<file path="config.mk">
export PLATFORM = sky130hd
export DESIGN_NAME = axis_pkt_arbiter
export DESIGN_NICKNAME = d
export VERILOG_FILES = /design/src/rtl/axis_pkt_arbiter.sv
export SDC_FILE = /design/constraint.sdc
export NUM_CORES = 1
export LEC_CHECK = 0
export ABC_AREA = 1
export CORE_MARGIN = 2
export CORE_UTILIZATION = 27
export CTS_CLUSTER_DIAMETER = 60
export DETAILED_ROUTE_END_ITERATION = 7
export PLACE_DENSITY = 0.83
export SYNTH_ARGS = -nofsm -noshare
export SYNTH_HDL_FRONTEND = slang
export SYNTH_SLANG_ARGS = --single-unit
</file>
<file path="constraint.sdc">
create_clock -name clk -period 1.8 [get_ports clk]
set_input_delay 0.36 -clock clk [delete_from_list [all_inputs] [get_ports clk]]
set_output_delay 0.36 -clock clk [all_outputs]
set_load 0.05 [all_outputs]
</file>
<file path="src/rtl/axis_pkt_arbiter.sv">
// axis_pkt_arbiter: round-robin, packet-locked arbiter sharing one AXI-Stream sink among NUM_SRC sources
module axis_pkt_arbiter #(
    parameter int NUM_SRC    = 4,
    parameter int DATA_WIDTH = 32,
    parameter int MAX_BEATS  = 16
) (
    input  logic                          clk,
    input  logic                          rst_n,
    input  logic [NUM_SRC-1:0]            s_axis_tvalid,
    input  logic [NUM_SRC*DATA_WIDTH-1:0] s_axis_tdata,
    input  logic [NUM_SRC-1:0]            s_axis_tlast,
    output logic [NUM_SRC-1:0]            s_axis_tready,
    output logic                          m_axis_tvalid,
    output logic [DATA_WIDTH-1:0]         m_axis_tdata,
    output logic                          m_axis_tlast,
    input  logic                          m_axis_tready,
    output logic [$clog2(NUM_SRC)-1:0]    grant_id,
    output logic                          busy,
    output logic                          trunc_err
);
    localparam int GW = $clog2(NUM_SRC);
    localparam int BW = $clog2(MAX_BEATS);
    typedef enum logic {IDLE, PASS} state_t;
    state_t          r_state, w_next;
    logic [GW-1:0]   r_grant, r_last, w_sel;
    logic [BW-1:0]   r_cnt;
    logic            w_found, w_cap, w_hs;
    assign grant_id = r_grant;
    always_comb begin
        w_sel   = r_grant;
        w_found = 1'b0;
        // rotation search starting just after the last granted source
        for (int k = 1; k <= NUM_SRC; k++) begin
            if (!w_found && s_axis_tvalid[(int'(r_last) + k) % NUM_SRC]) begin
                w_sel   = GW'((int'(r_last) + k) % NUM_SRC);
                w_found = 1'b1;
            end
        end
        busy                   = r_state == PASS;
        w_cap                  = r_cnt == BW'(MAX_BEATS - 1);
        m_axis_tvalid          = busy & s_axis_tvalid[r_grant];
        m_axis_tdata           = s_axis_tdata[r_grant*DATA_WIDTH +: DATA_WIDTH];
        m_axis_tlast           = busy & (s_axis_tlast[r_grant] | w_cap);
        s_axis_tready          = '0;
        s_axis_tready[r_grant] = busy & m_axis_tready;
        w_hs                   = m_axis_tvalid & m_axis_tready;
        w_next = busy ? ((w_hs & m_axis_tlast) ? IDLE : PASS) : (w_found ? PASS : IDLE);
    end
    always_ff @(posedge clk or negedge rst_n) begin
        if (!rst_n) begin
            r_state   <= IDLE;
            r_grant   <= '0;
            r_last    <= GW'(NUM_SRC - 1);
            r_cnt     <= '0;
            trunc_err <= 1'b0;
        end else begin
            r_state   <= w_next;
            trunc_err <= w_hs & w_cap & ~s_axis_tlast[r_grant];
            if (!busy && w_found) begin
                r_grant <= w_sel;
                r_cnt   <= '0;
            end
            if (w_hs) r_cnt <= m_axis_tlast ? '0 : r_cnt + 1'b1;
            if (w_hs && m_axis_tlast) r_last <= r_grant;
        end
    end
endmodule

</file>
## Yosys cells after proc, flatten, opt, wreduce, memory -nomap -nowiden

Index checks and enable logic that the tools add are counted.

- Register bits after elaboration: 10
- Input bits: 139
- Output and inout bits: 42
- Word-level logic and storage cells: 81

- Add/subtract/negate cells: 5
- $lt $le $gt $ge: 6
- Eq/ne operators: 1
- Shift-type cells: 1
- Muxes and demuxes: 32
- Bitwise gates (word level): 14
- Reductions and logical operators: 17

Operators by type and width:

| cell | count |
|---|---|
| indexed part select 128 x 8 -> 32 bit | 1 |
| 2-to-1 mux 1 bit | 18 |
| < comparator 3 x 4 -> 1 bit (second input constant) | 4 |
| binary-select mux 1 bit (select 2 bit) | 6 |
| 2-to-1 mux 4 bit | 3 |
| 2-to-1 mux 2 bit | 4 |
| OR reduction 2 bit | 4 |
| AND 1 bit | 7 |
| logical AND 1 bit | 6 |
| adder 2 x 1 -> 2 bit (second input constant) | 2 |
| adder 2 bit (second input constant) | 2 |
| adder 4 x 1 -> 4 bit (second input constant) | 1 |
| AND 1 bit (first input constant) | 4 |
| AND 4 bit | 1 |
| equality test 4 bit (second input constant) | 1 |
| zero test 1 bit | 4 |
| nonzero test 4 bit | 1 |
| < comparator 2 x 3 -> 1 bit (second input constant) | 1 |
| demux 1 bit (select 2 bit) | 1 |
| greater-or-equal comparator 2 x 1 -> 1 bit (second input constant) | 1 |
| AND reduction 2 bit | 1 |
| nonzero test 2 bit | 1 |
| inverter 1 bit | 1 |
| OR 1 bit | 1 |

## Depth between registers and ports, before layout

Gate-level depths: netlist of the first run.

- Depth in word-level cells: 19
- Depth in mapped cells: 12
- Depth with buffers taken out: 12

## Worst setup path before layout of the first run

No wires, ideal clock.

- Path kind: register to output
- From: reg r_state (netlist: busy)
- To: out s_axis_tready[2]
- Data arrival time: 2023 ps
- Data required time: 1440 ps
- Setup slack: -583 ps
- Cell stages (with the launch flop): 3
- Path buffers: 0
- Cell sequence: dfrtp_1 nand2_1 nor3_1

- Longest elaborated chain between the ends: 2

Ends and longest elaborated chain:

| element | line | text |
|---|---|---|
| start, declared | 24 | `state_t r_state, w_next;` |
| start signal, assigned | 57 | `r_state <= w_next;` |
| AND 1 bit | 45 | `s_axis_tready[r_grant] = busy & m_axis_tready;` |
| AND 4 bit (no source line) | -- |  |
| end, declared | 12 | `output logic [NUM_SRC-1:0] s_axis_tready,` |

No other way between the ends.

## Worst setup path after layout of the first run

- From: reg r_grant[0] (netlist: grant_id[0])
- To: out m_axis_tdata[28]

- Longest elaborated chain between the ends: 1

Ends and longest elaborated chain:

| element | line | text |
|---|---|---|
| start, declared | 25 | `logic [GW-1:0] r_grant, r_last, w_sel;` |
| start signal, assigned | 60 | `r_grant <= w_sel;` |
| indexed part select 128 x 8 -> 32 bit | 42 | `m_axis_tdata = s_axis_tdata[r_grant*DATA_WIDTH +: DATA_WIDTH];` |
| end, declared | 14 | `output logic [DATA_WIDTH-1:0] m_axis_tdata,` |

No other way between the ends.

==> results of run 1 <==
-- cell usage in the layout, fill, tap and decap left out, types with 6 or more instances in the layout --
master and n:
a22oi_1 12, a22oi_2 36, buf_12 45, buf_4 26
clkdlybuf4s50_1 138, dfrtp_1 6, inv_1 9, nand2_1 92
nand2_2 24, nand2_4 6, nand3_1 15, nand3_2 15
nor2_2 6
-- layer usage --
layer	vias up	wire length, microns
met5	-	0
met4	0	445
met3	37	774
met2	148	5730
met1	1323	3750
li1	1336	-
-- report_power, final --
part	leakage [nW]	switching (W)	total, W	internal, W
combinational	1.83	0.00476	0.00870	0.00394
clock	0.0288	0.0000981	0.000291	0.000193
sequential	0.122	0.000138	0.000454	0.000316
total	1.98	0.00500	0.00945	0.00445
-- cell type report --
cell class                 instances  area [sq um]  area share
tap                               72          90.1      0.0197
antenna                            1          2.50    0.000548
timing repair buffer             213          2520       0.553
multi-input combinational        230          1550       0.339
inverter                          18          87.6      0.0192
clock buffer                       4          55.1      0.0121
sequential                        10           258      0.0565
-- worst max-delay path, delay by kind of cell (launching register included) --
family	cells	cell delay, ps
AO/OA/AOI/OAI	1	260
buffers and inverters	3	360
flip-flops	1	540
AND/OR/NAND/NOR	2	230
-- flip-flops by register name (all words and copies together) (netlist names) --
name / flops
busy: 1
r_cnt: 4
trunc_err: 1
r_last: 2
grant_id: 2
-- cell usage after synthesis --
cell and number:
buf_4 1, o21ai_2 1, xnor2_1 1, nand2_4 1, nand3_2 1, ha_1 1, dfstp_2 2, clkbuf_1 12
and3_4 1, xor2_1 1, dfrtp_1 8, nor2_4 1, inv_1 10, nand2_1 118, a31o_2 1, a22oi_1 48
nand2_2 3, o21ai_1 5, nor2_1 11, nor2_2 3, inv_2 8, nor3_1 2, nand4_1 2, nand3_1 29
-- through the flow --
step                hold slack (ps)  cell area [sq um]  setup WS (ps)
floorplan                      64.4               1750          -71.6
finish                          444               4560           -203
global route                    487               4560           -282
global placement                498               4120          -63.1
CTS                             461               4490           -157
detailed placement              511               4120          -75.9
-- cells by family after synthesis --
kind of cell / Yosys count
flip-flops: 10
adder cells (fa/ha/maj): 1
AND/OR/NAND/NOR: 172
AO/OA/AOI/OAI: 55
XOR/XNOR: 2
buffers and inverters: 31
-- path summary, 6_finish.rpt --
path,endpoint,slack (ps)
setup reg to reg,busy$_DFF_PN0_,110
setup / recovery,m_axis_tdata[28],-200
hold reg to reg,r_cnt[0]$_DFFE_PN0P_,520
max in group asynchronous,grant_id[0]$_DFFE_PN0P_,980
min in group clk,r_cnt[0]$_DFFE_PN0P_,520
hold / removal,trunc_err$_DFF_PN0_,440
-- repair_timing --
action / 4_1_cts / 5_1_grt
gates resized for setup: 48 / 11
setup endpoints to repair: 34 / 39
buffers inserted: 15 / 6
pin swaps: 14 / 17
==> summary.md, run 1 <==
| Metric | Value |
|---|---|
| Setup TNS | -4670 ps |
| Critical Path RT | between 1000 and 1500 ps |
| Worst Setup End Kind | output port |
| Die height | roughly 79 microns |
| Initial antenna violation count | 1 |
| Clock root buffer | clkbuf_8 |
| Largest family of logic cells by synthesized area | simple AND/OR/NAND/NOR gates |
| Design Power | 0.00945 W |
| Final worst path period share | 1.11 |
| WL/cell | 19.5 microns |
| Global routing usage on met3 | 0.0588 |
| Filler Cells Inserted | ~320 |
| CP arrival | 1640 ps |
| Share of the core filled with cells | 0.829 |
| HPWL after detailed placement | 7770 microns |
| I/O pins | roughly 180 |
| CP cell instances | nand2_4 -> inv_6 -> buf_12 -> a22oi_1 -> nand2_2 -> buf_12 |
| Final Hold Fails | 0 |
| Outcome | finished, violations left |
| Worst skew pair latency | ~240 ps |
| Synth Area per Inst | around 5.7 sq um |
| FF-to-FF Start | grant_id[0]$_DFFE_PN0P_ |
| Die area | 6320 sq um |
| Final slew viol count | 0 |
| Synthesized area | 1540 sq um |
| Final number of setup-violating endpoints | 34 |
| Fmax | approximately 0.5 GHz |
| Worst path max stage delay | 540 ps |
| Hold-fix buffers, CTS | 0 |
| Worst Tran Pin Value | 483 ps |
| GRT met2 Usage | 0.578 |
| Routed vias | 2,844 |
| CP most frequent cell | buf_12 |
| CTS tree | yes |
| Worst setup SP type | flop |
| P&R area growth vs syn | 197% |
| Die span in x | between 70 and 80 microns |
| Pin count of the biggest net entering global routing | 26 |
| Pwr Density | about 2100 nW/um^2 |
| # placed instances | roughly 530 |
| Final setup margin | -203 ps |
| Worst setup path class | flop to output port |
| Highest-delay cell along the critical path | dfrtp_4 |
| H-Tree Depth | 1 |
| DR pass1 iterations | 4 |
| Gr busiest metal | met2 |
| Number of global-route vias before repair | 2,846 |
| Failing checks | setup timing |
| Initial DRC count | approximately 120 |
| Cell count after synthesis | between 200 and 300 |
| CTS Buf Count | 3 |
| Grt met1 use | 0.336 |
| TritonCTS Sinks | 10 |
| Tmin final | 2000 ps |
| Leakage | 1.98 nW |
| Compound-cell area share of the yosys netlist | 0.262 |
| Synth top area share | 0.288 |
| Setup Skew | 8.04 ps |
| Starting Density | 0.279 |
| Yosys warns | 0 |
| WL final | 10,700 microns |
| Biggest area consumer among synthesized cells | nand2_1 |
| Core area | around 5500 sq um |
| Mux cell area share after synthesis | 0 |
| GP Congestion | 0.896 |
| Routed vias/inst | 5.19 |
| Share of cells above drive strength 1 | 0.394 |
| HP Class | input port to async pin |
| Register area share after synthesis | 0.164 |
| Worst slew margin | 0.677 |
| GRT Util Overall | 0.307 |
| Max Cap Violations | 0 |
| Syn nets | 411 |
| Area contributors post-synth | nand2_1, a22oi_1, dfrtp_1 |
| Synth Area in Simple Gates | 0.476 |
| R2R depth | 8 |
| Routed Antenna Nets | 0 |
| Adder-Cell Fraction of Synth Area | 0.00813 |
| Port Buffers | 180 |
| DRC Markers | 0 |
| Maximum clock path buffer count | 2 |
| Layout Cells excl Fill | around 550 |
| First-pass GRT wire length | around 15,000 microns |
| GRT overflow | 0 |
| Peak supply drop | 1.51 mV |
| Total Nets Final | 616 |
| Max FO, Critical Path | 16 |
| #FFs+latches synth | 10 |
| RSZ-0062 raised after global routing | yes |
| Critical Path Start | grant_id[0]$_DFFE_PN0P_ |
| CTS clk-pin slew, worst paths | 60 ps |
| Placement Rows | 27 |
| Post-synthesis xor/xnor area fraction | 0.0114 |
| Count of unique library cells instantiated by Yosys | 24 |
Power figures use the tool's default switching activity.
==> run 2: changes to the inputs <==
--- a/config.mk
+++ b/config.mk
@@ -11,6 +11,7 @@
 export CTS_CLUSTER_DIAMETER = 60
 export DETAILED_ROUTE_END_ITERATION = 7
 export PLACE_DENSITY = 0.83
+export SLEW_MARGIN = 20
 export SYNTH_ARGS = -nofsm -noshare
 export SYNTH_HDL_FRONTEND = slang
 export SYNTH_SLANG_ARGS = --single-unit
==> results of run 2 <==
Same layout as run 1: the final DEF is identical, and so are final timing and power.
==> run 3: changes to the inputs <==
--- a/config.mk
+++ b/config.mk
@@ -10,6 +10,7 @@
 export CORE_UTILIZATION = 27
 export CTS_CLUSTER_DIAMETER = 60
 export DETAILED_ROUTE_END_ITERATION = 7
+export MAX_ROUTING_LAYER = met4
 export PLACE_DENSITY = 0.83
 export SLEW_MARGIN = 20
 export SYNTH_ARGS = -nofsm -noshare
==> summary.md, run 3 (synthesized netlist as in run 1, its figures left out) <==
| Metric | Value |
|---|---|
| Share of cells above drive strength 1 | 0.406 (was 0.394) |
| Filler Cells Inserted | 321 (was 315) |
| RSZ-0062 raised after global routing | yes (unchanged) |
| P&R area growth vs syn | 196% (was 197%) |
| Die span in x | 79.5 microns (unchanged) |
| Setup Skew | 3.00 ps (was 8.04 ps) |
| Setup TNS | -5440 ps (was -4670 ps) |
| R2r endpoint | grant_id[0]$_DFFE_PN0P_ (was busy$_DFF_PN0_) |
| R2R depth | 12 (was 8) |
| H-Tree Depth | 1 (unchanged) |
| Commonest non-fill, non-tap cell in the layout | clkdlybuf4s50_1 (unchanged) |
| Layout Cells excl Fill | 542 (was 548) |
| ANT cells | 0 (was 1) |
| Port Buffers | 180 (unchanged) |
| CP arrival | 1640 ps (about the same) |
| I/O pins | 181 (unchanged) |
| Final number of setup-violating endpoints | 35 (was 34) |
| Maximum clock path buffer count | 2 (unchanged) |
| Critical Path RT | 1440 ps (about the same) |
| Peak supply drop | 1.67 mV (was 1.51 mV) |
| Leakage | 1.94 nW (was 1.98 nW) |
| Reg2reg setup slack | 30 ps (was 110 ps) |
| DRC Markers | 0 (unchanged) |
| Clock root buffer | clkbuf_8 (unchanged) |
| Initial antenna violation count | 0 (was 1) |
| First-pass GRT wire length | 15,100 microns (was 15,000 microns) |
| Placed Area | 4110 sq um (was 4120 sq um) |
| CTS tree | yes (unchanged) |
| Pwr Density | 2080 nW/um^2 (was 2070 nW/um^2) |
| GP Congestion | 0.905 (was 0.896) |
| CP endpoint | m_axis_tvalid (was m_axis_tdata[28]) |
| Share of the core filled with cells | 0.826 (was 0.829) |
| CTS clk-pin slew, worst paths | 50 ps (was 60 ps) |
| Worst slew margin | 0.670 (was 0.677) |
| Critical Path Start | grant_id[0]$_DFFE_PN0P_ (unchanged) |
| Worst skew pair latency | 250 ps (was 240 ps) |
| HP Class | input port to async pin (unchanged) |
| Post-Layout Inst Area | 4550 sq um (was 4560 sq um) |
| Post-Place Setup Slack | -109 ps (was -75.9 ps) |
| GRT Util Overall | 0.320 (was 0.307) |
| Hold-fix buffers, CTS | 0 (unchanged) |
| TritonCTS Sinks | 10 (unchanged) |
| Initial DRC count | 142 (was 121) |
| GRT overflow | 0 (unchanged) |
| Worst setup path class | flop to output port (unchanged) |
| Max FFs per register | 4 (unchanged) |
| WL/cell | 20.5 microns (was 19.5 microns) |
| Core area | 5510 sq um (unchanged) |
| Routed vias/inst | 5.40 (was 5.19) |
| Starting Density | 0.279 (unchanged) |
| Number of global-route vias before repair | 2,758 (was 2,846) |
| DR pass1 iterations | 7 (was 4) |
| Top reg by flops | r_cnt (unchanged) |
| Tmin final | 2000 ps (about the same) |
| HPWL after detailed placement | 7790 microns (was 7770 microns) |
| Routed Antenna Nets | 0 (unchanged) |
| Outcome | finished, violations left (unchanged) |
| WL final | 11,100 microns (was 10,700 microns) |
| Final worst path period share | 1.11 (about the same) |
| Worst Tran Pin Value | 494 ps (was 483 ps) |
| Max Cap Violations | 0 (unchanged) |
| FF-to-FF Start | r_last[0]$_DFFE_PN1P_ (was grant_id[0]$_DFFE_PN0P_) |
| Most frequent cells in the layout | clkdlybuf4s50_1, nand2_1, buf_12, a22oi_2, nand2_2 (was clkdlybuf4s50_1, nand2_1, buf_12, a22oi_2, buf_4) |
| Worst setup SP type | flop (unchanged) |
| Die height | 79.5 microns (unchanged) |
| Max FO, Critical Path | 5 (was 16) |
| Final slew viol count | 0 (unchanged) |
| Fmax | 0.499 GHz (about the same) |
| # placed instances | 526 (was 525) |
| Placement Rows | 27 (unchanged) |
| Final Hold Fails | 0 (unchanged) |
| Worst Setup End Kind | output port (unchanged) |
| Die area | 6320 sq um (unchanged) |
| CTS Buf Count | 3 (unchanged) |
| Total Nets Final | 611 (was 616) |
| Pin count of the biggest net entering global routing | 26 (unchanged) |
| Final setup margin | -204 ps (was -203 ps) |
| Routed vias | 2,929 (was 2,844) |
| Failing checks | setup timing (unchanged) |
run 3: final cells by class:
cell class,instances,area [sq um],area share
multi-input combinational,230,1590,0.349
clock buffer,4,55.1,0.0121
sequential,10,258,0.0567
inverter,18,87.6,0.0193
timing repair buffer,208,2470,0.543
tap,72,90.1,0.0198
run 3: where the power goes:
group	switching, W	leakage (nW)	internal, W
Clock	0.000101	0.0288	0.000193
Combinational	0.00484	1.79	0.00387
Sequential	0.000139	0.122	0.000316
run 3: metrics by stage:
step	hold WS, ps	power (W)
after global routing	488	0.00983
after detailed placement	531	0.00828
after global placement	501	0.00818
after floorplan	64.4	0.00462
final	446	0.00946
after CTS	453	0.00906
run 3: worst min path at each step:
| stage | depth (start not counted) | start | to |
|---|---|---|---|
| after floorplan | 0 | rst_n | busy$_DFF_PN0_ |
| after global placement | 1 | r_cnt[0]$_DFFE_PN0P_ | r_cnt[0]$_DFFE_PN0P_ |
| after detailed placement | 1 | r_cnt[0]$_DFFE_PN0P_ | r_cnt[0]$_DFFE_PN0P_ |
| after CTS | 1 | rst_n | busy$_DFF_PN0_ |
| after global routing | 1 | rst_n | trunc_err$_DFF_PN0_ |
| final | 1 | rst_n | busy$_DFF_PN0_ |
run 3: worst max-delay path, stage by stage (launching register included):
cell     delay (ps)
dfrtp_4         550
inv_4            90
nand2_4          70
nor2_1          150
nor2_2           80
and3_4          190
nor2_4          130
buf_12          140
run 3: repair_timing:
item,CTS,global route
pin swaps,11,11
setup buffers,6,6
gates resized for setup,50,16
setup endpoints to repair,34,41
run 3: per-layer routing:
layer,track usage,up-vias,routed length [microns]
met1,0.330,1365,3710
met2,0.593,197,5860
met5,-,-,0
met4,0.110,0,438
met3,0.0735,36,1080
li1,-,1331,-
